--- src/rtl/hazard_stall_controller.sv ---
// Hazard sequencer: load-use stall, MULT/DIV occupancy stall, taken-branch flush; perf counters.
// Latency: control outputs are combinational from ID/EX inputs; md_busy and counters are registered.
// Backpressure: a stall freezes PC and IF/ID (we=0) and injects an ID/EX bubble; branch flush overrides any stall.
module hazard_stall_controller #(
    parameter int REG_W  = 5,
    parameter int MD_LAT = 4,
    parameter int CNT_W  = 16
) (
    input  logic             clk,
    input  logic             rst_n,
    input  logic [REG_W-1:0] id_rs,
    input  logic [REG_W-1:0] id_rt,
    input  logic             id_uses_rt,
    input  logic             id_reads_hilo,
    input  logic             id_is_md,
    input  logic             ex_memread,
    input  logic [REG_W-1:0] ex_rd,
    input  logic             md_issue,
    input  logic             branch_taken,
    output logic             pc_we,
    output logic             ifid_we,
    output logic             ifid_flush,
    output logic             idex_bubble,
    output logic             md_busy,
    output logic [CNT_W-1:0] stall_cnt,
    output logic [CNT_W-1:0] flush_cnt
);

    localparam int MD_W = $clog2(MD_LAT + 1);
    localparam logic [MD_W-1:0] MD_LOAD = MD_W'(MD_LAT);

    logic [MD_W-1:0]  md_cnt_q,    md_cnt_d;
    logic [CNT_W-1:0] stall_cnt_q, stall_cnt_d;
    logic [CNT_W-1:0] flush_cnt_q, flush_cnt_d;

    logic load_use;
    logic md_haz;
    logic stall_active;

    always_comb begin
        load_use = ex_memread && (ex_rd != '0) &&
                   ((ex_rd == id_rs) || (id_uses_rt && (ex_rd == id_rt)));
        md_busy  = (md_cnt_q != '0);
        md_haz   = md_busy && (id_reads_hilo || id_is_md);
    end

    // Wrong-path instruction in ID makes any stall moot, so the branch wins.
    always_comb begin
        pc_we        = 1'b1;
        ifid_we      = 1'b1;
        ifid_flush   = 1'b0;
        idex_bubble  = 1'b0;
        stall_active = 1'b0;
        if (branch_taken) begin
            ifid_flush  = 1'b1;
            idex_bubble = 1'b1;
        end else if (load_use || md_haz) begin
            pc_we        = 1'b0;
            ifid_we      = 1'b0;
            idex_bubble  = 1'b1;
            stall_active = 1'b1;
        end
    end

    // The MULT/DIV in EX is never wrong-path, so issue loads even under a branch flush.
    always_comb begin
        md_cnt_d = md_cnt_q;
        if (md_issue) begin
            md_cnt_d = MD_LOAD;
        end else if (md_cnt_q != '0) begin
            md_cnt_d = md_cnt_q - MD_W'(1);
        end
    end

    always_comb begin
        stall_cnt_d = stall_cnt_q;
        flush_cnt_d = flush_cnt_q;
        if (stall_active && (stall_cnt_q != '1)) begin
            stall_cnt_d = stall_cnt_q + CNT_W'(1);
        end
        if (branch_taken && (flush_cnt_q != '1)) begin
            flush_cnt_d = flush_cnt_q + CNT_W'(1);
        end
    end

    always_ff @(posedge clk or negedge rst_n) begin
        if (!rst_n) begin
            md_cnt_q    <= '0;
            stall_cnt_q <= '0;
            flush_cnt_q <= '0;
        end else begin
            md_cnt_q    <= md_cnt_d;
            stall_cnt_q <= stall_cnt_d;
            flush_cnt_q <= flush_cnt_d;
        end
    end

    assign stall_cnt = stall_cnt_q;
    assign flush_cnt = flush_cnt_q;

endmodule

--- config.mk ---
export PLATFORM = sky130hd
export DESIGN_NAME = hazard_stall_controller
export DESIGN_NICKNAME = d
export VERILOG_FILES = /design/src/rtl/hazard_stall_controller.sv
export SDC_FILE = /design/constraint.sdc
export NUM_CORES = 1
export LEC_CHECK = 0
export ABC_AREA = 1
export BUFFER_PORTS_ARGS = -buffer_cell sky130_fd_sc_hd__buf_2
export CORE_ASPECT_RATIO = 1.1
export CORE_MARGIN = 2
export CORE_UTILIZATION = 57
export CTS_CLUSTER_DIAMETER = 60
export DETAILED_ROUTE_END_ITERATION = 10
export PLACE_DENSITY_LB_ADDON = 0.05
export SLEW_MARGIN = 20
export SYNTH_ARGS = -nofsm -noshare
export SYNTH_HDL_FRONTEND = slang
export SYNTH_SLANG_ARGS = --single-unit
--- constraint.sdc ---
create_clock -name clk -period 4.2 [get_ports clk]
set_clock_uncertainty 0.1 [all_clocks]
set_input_delay 0.84 -clock clk [delete_from_list [all_inputs] [get_ports clk]]
set_output_delay 0.84 -clock clk [all_outputs]
set_load 0.02 [all_outputs]
# Yosys cells after proc, flatten, opt, wreduce, memory -nomap -nowiden
# Index checks and enable logic that the tools add are counted.
[op_classes] eq_ne=4 reduce_logical=12 n_addsub=3 muxes=8
[op_table] op="adder 16 x 1 -> 16 bit, second input constant" count=2
[op_table] op="!= test 16 bit, second input constant" count=2
[op_table] op="equality test 5 bit" count=2
[op_table] op="logical AND 1 bit" count=6
[op_table] op="2-to-1 mux 1 bit" count=6
[op_table] op="2-to-1 mux 3 bit" count=2
[op_table] op="nonzero test 5 bit" count=1
[op_table] op="logical OR 1 bit" count=3
[op_table] op="nonzero test 3 bit" count=1
[op_table] op="subtractor 3 x 1 -> 3 bit, second input constant" count=1
[op_table] op="nonzero test 2 bit" count=1
[word_totals] wordCells=30 in_bits=23 output_inout_bits=37 regBits=35

# Logic depth before layout (Yosys ltp)
[depth] depth_word=8 ltp_mapped=12 depth_no_buf=11

# Least setup slack after synthesis
# Ideal clock, no wire load.
[synth_timing] path_kind="input port to output port" from="input port ex_rd[3]" to="output port pc_we" setup_slack_ps=1431 stages=9 required_ps=3260 t_arrival_ps=1829 n_path_buf=2 path_cell_list="inv_2 -> nand4_1 -> o21ai_0 -> inv_1 -> nand2_2 -> nand2_4 -> buf_4 -> nand2_1 -> buf_4"
[synth_between] elab_chain_cells=7 elab_cells_between_ends=10 cone_classes="eq/ne (2); mux (2); reduce/logical (6)"
[synth_lines] item="start: declaration" line_no="17" text="input logic [REG_W-1:0] ex_rd,"
[synth_lines] item="equality test 5 bit" line_no="42" text="((ex_rd == id_rs) || (id_uses_rt && (ex_rd == id_rt)));"
[synth_lines] item="logical AND 1 bit" line_no="42"
[synth_lines] item="logical OR 1 bit" line_no="42"
[synth_lines] item="logical AND 1 bit *" line_no="41" text="load_use = ex_memread && (ex_rd != '0) &&"
[synth_lines] item="logical OR 1 bit *" line_no="57" text="end else if (load_use || md_haz) begin"
[synth_lines] item="2-to-1 mux 1 bit * (2 in a row)"
[synth_lines] item="end: declaration" line_no="20" text="output logic pc_we,"
# Mark *: on every way between the ends. The rest lies on a longest branch, timed or not.

# Final worst setup path
[layout_timing] from="input port ex_rd[3]" to="output port pc_we"
[layout_between] elab_chain_cells=7 elab_cells_between_ends=10 cone_classes="eq/ne (2); mux (2); reduce/logical (6)"
[layout_lines] item="equality test 5 bit" line_no="42"
[layout_lines] item="logical AND 1 bit" line_no="42"
[layout_lines] item="logical OR 1 bit" line_no="42"
[layout_lines] item="logical AND 1 bit *" line_no="41"
[layout_lines] item="logical OR 1 bit *" line_no="57"
[layout_lines] item="2-to-1 mux 1 bit *" line_no="57"
[layout_lines] item="2-to-1 mux 1 bit *" line_no="54" text="if (branch_taken) begin"
# Marks and branches as above.

==> results.sh <==
export IMPL_ant_nets=0
export IMPL_min_from="md_cnt_q[0]"
export IMPL_crit_required_ns=3.26
export IMPL_ios=60
export IMPL_dieWidth_um=63.7
export IMPL_crit_fanout=23
export IMPL_drv_slew=0
export IMPL_async_reset_ff_share_pct=100
export IMPL_status="complete, no violations"
export IMPL_dieArea_sq_mm=0.00444
export IMPL_synth_seq_cells=35
export IMPL_clock_latency_ns=0.28
export IMPL_dpl_cell_area_sq_mm=0.00254
export IMPL_max_slew_margin_pct=48.1
export IMPL_leakage_nw=1.45
export IMPL_synthesis_nets=323
export IMPL_wl_per_cell_um=11.0
export IMPL_r2r_start="stall_cnt[0]"
export IMPL_grt_pass1_vias=1901
export IMPL_viasPerCell=5.00
export IMPL_nets=382
export IMPL_setup_viol=0
export IMPL_layout_min_cycle_time_ns=2.80
export IMPL_cts_path_max_buffers=2
export IMPL_grt_antenna_before_repair=0
export IMPL_grt_usage_pct=21.7
export IMPL_total_power_mw=1.05
export IMPL_holdPathStages=1
export IMPL_clk_pin_slew_ns=0.06
export IMPL_setup_tns_ns=0
export IMPL_fmax_mhz=357
export IMPL_worst_pin_slew_ns=0.778
export IMPL_hp_class="flip-flop to flip-flop"
export IMPL_hold_path_end="md_cnt_q[0]"
export IMPL_diodes=0
export IMPL_mostFrequentLayoutCells="nand2_1, buf_2, inv_1"
export IMPL_hold_buffers=0
export IMPL_syn_inst=296
export IMPL_finalInstanceArea_sq_mm=0.00261
export IMPL_reg2reg_depth=8
export IMPL_drtIter0Drc=70
export IMPL_cts_tree="built"
export IMPL_r2r_slack_ns=2.35
export IMPL_synth_distinct_cells=28
export IMPL_routabilityCongestion=0.848
export IMPL_layout_drive_gt1_share_pct=25.7
export IMPL_vias=2021
export IMPL_drt_pass1_iter_count=4
export IMPL_routed_wl_um=4450
export IMPL_path_class="primary input to output pin"
export IMPL_cp_arrival_ns=1.86
export IMPL_rsz0062_at_grt="no"
export IMPL_io_buffers=59
export IMPL_layout_worst_path_cycle_share_pct=66.7
export IMPL_maxCapViolCount=0
export IMPL_worstReg2RegEnd="stall_cnt[9]"
export IMPL_num_rows=23
export IMPL_holdWs_ns=0.389
export IMPL_grt_pass1_wl_um=7730
export IMPL_hold_viol=0
export IMPL_numCtsBuffers=5
export IMPL_postCtsSetupBuffers=0
export IMPL_synth_edf_count=0
export IMPL_netlist_area_sq_mm=0.00223
export IMPL_place_hpwl_um=3350
export IMPL_yosysWarningCount=0
export IMPL_cts_sinks=35
export IMPL_core_region_area_sq_mm=0.00371
export IMPL_critPathLaunchType="primary input"
export IMPL_ir_drop_v=0.000337
export IMPL_cts_resized=0
export IMPL_grt_max_degree=36
export IMPL_drc=0
export IMPL_grt_ovfl_total=0
export IMPL_yosysSeqAreaShare_pct=39.2
export IMPL_power_density_mw_per_mm2=404
export IMPL_cts_htree_levels=2
export IMPL_ys_flop_type="dfrtp_1"
export IMPL_area_delta_synth_final_pct=17.0
export IMPL_endpoint_kind="output pin"
export IMPL_avgSynthCellArea_sq_um=7.55
export IMPL_initial_core_util_pct=60.2
export IMPL_cts_root_buf="clkbuf_8"
export IMPL_final_common_cell="nand2_1"
export IMPL_die_h_um=69.7
[how the worst max path moves through the flow]
stage	slack, ns	to	from
after floorplan	1.43	pc_we	ex_rd[3]
after global placement	1.41	ifid_we	ex_rd[4]
after detailed placement	1.38	pc_we	ex_rd[3]
after CTS	1.38	pc_we	ex_rd[3]
after global routing	1.24	ifid_we	id_rs[3]
final	1.40	pc_we	ex_rd[3]
[power by group]
group / total [mW] / switching, mW / internal [mW] / leakage, nW
sequential: 0.468 / 0.0683 / 0.400 / 0.444
combinational: 0.369 / 0.236 / 0.133 / 0.966
clock: 0.217 / 0.107 / 0.110 / 0.0371
total: 1.05 / 0.412 / 0.643 / 1.45
[critical path, cell delays in order]
cell and delay, ns:
buf_2 0.10, inv_2 0.04, nand2_1 0.06, nand2_1 0.05
nor2_1 0.09, nand3_1 0.08, nand2_1 0.08, nand2_2 0.07
nand2_4 0.19, nand2_1 0.09, buf_2 0.17
[synthesized netlist by cell type (2+ instances only)]
master | n | area [sq um]
nand2_1 | 95 | 357
inv_1 | 36 | 135
dfrtp_1 | 35 | 876
nand4_1 | 19 | 119
nand3_1 | 18 | 90.1
nor2_1 | 17 | 63.8
xor2_1 | 16 | 140
xnor2_1 | 9 | 78.8
inv_2 | 6 | 22.5
nor3_1 | 6 | 30.0
ha_1 | 4 | 50.1
nand3_2 | 4 | 40.0
nor2_2 | 4 | 25.0
nor3_2 | 4 | 40.0
o21ai_0 | 4 | 20.0
buf_4 | 3 | 22.5
nand2_2 | 3 | 18.8
buf_6 | 2 | 22.5
clkbuf_1 | 2 | 7.51
[layout make-up]
cell class | count | area (sq um)
Clock buffer | 6 | 72.6
Tap cell | 50 | 62.6
Multi-Input combinational cell | 210 | 1140
Sequential cell | 35 | 876
Timing Repair Buffer | 60 | 303
Inverter | 43 | 161
Fill cell | 325 | 1100
[kinds of logic (layout without fill, tap and decap cells)]
group                    Yosys count  after routing  synth area share, %
adder cells (fa/ha/maj)            4              4                 2.24
flip-flops                        35             35                 39.2
buffers and inverters             51            109                 9.80
AO/OA/AOI/OAI                      6              6                 1.34
AND/OR/NAND/NOR                  175            175                 37.6
XOR/XNOR                          25             25                 9.80
[sequential cells by signal, indices dropped and copies added, names as in the netlist]
| register | count |
|---|---|
| flush_cnt | 16 |
| stall_cnt | 16 |
| md_cnt_q | 3 |
[metrics by stage]
step | util, % | instances | worst slack, ns
2_1_floorplan | - | 296 | 1.43
3_3_place_gp | 68.5 | 398 | 1.41
3_5_place_dp | 68.5 | 398 | 1.38
4_1_cts | 70.4 | 404 | 1.38
5_1_grt | 70.4 | 404 | 1.24
6_report | 70.4 | 404 | 1.40
[per-layer routing]
metal,global-route usage [%],share of wire [%]
met5,0,0
met2,38.6,50
met3,5.36,5.5
met1,24.5,43
met4,8.94,1.5
Power figures use the tool's default switching activity.
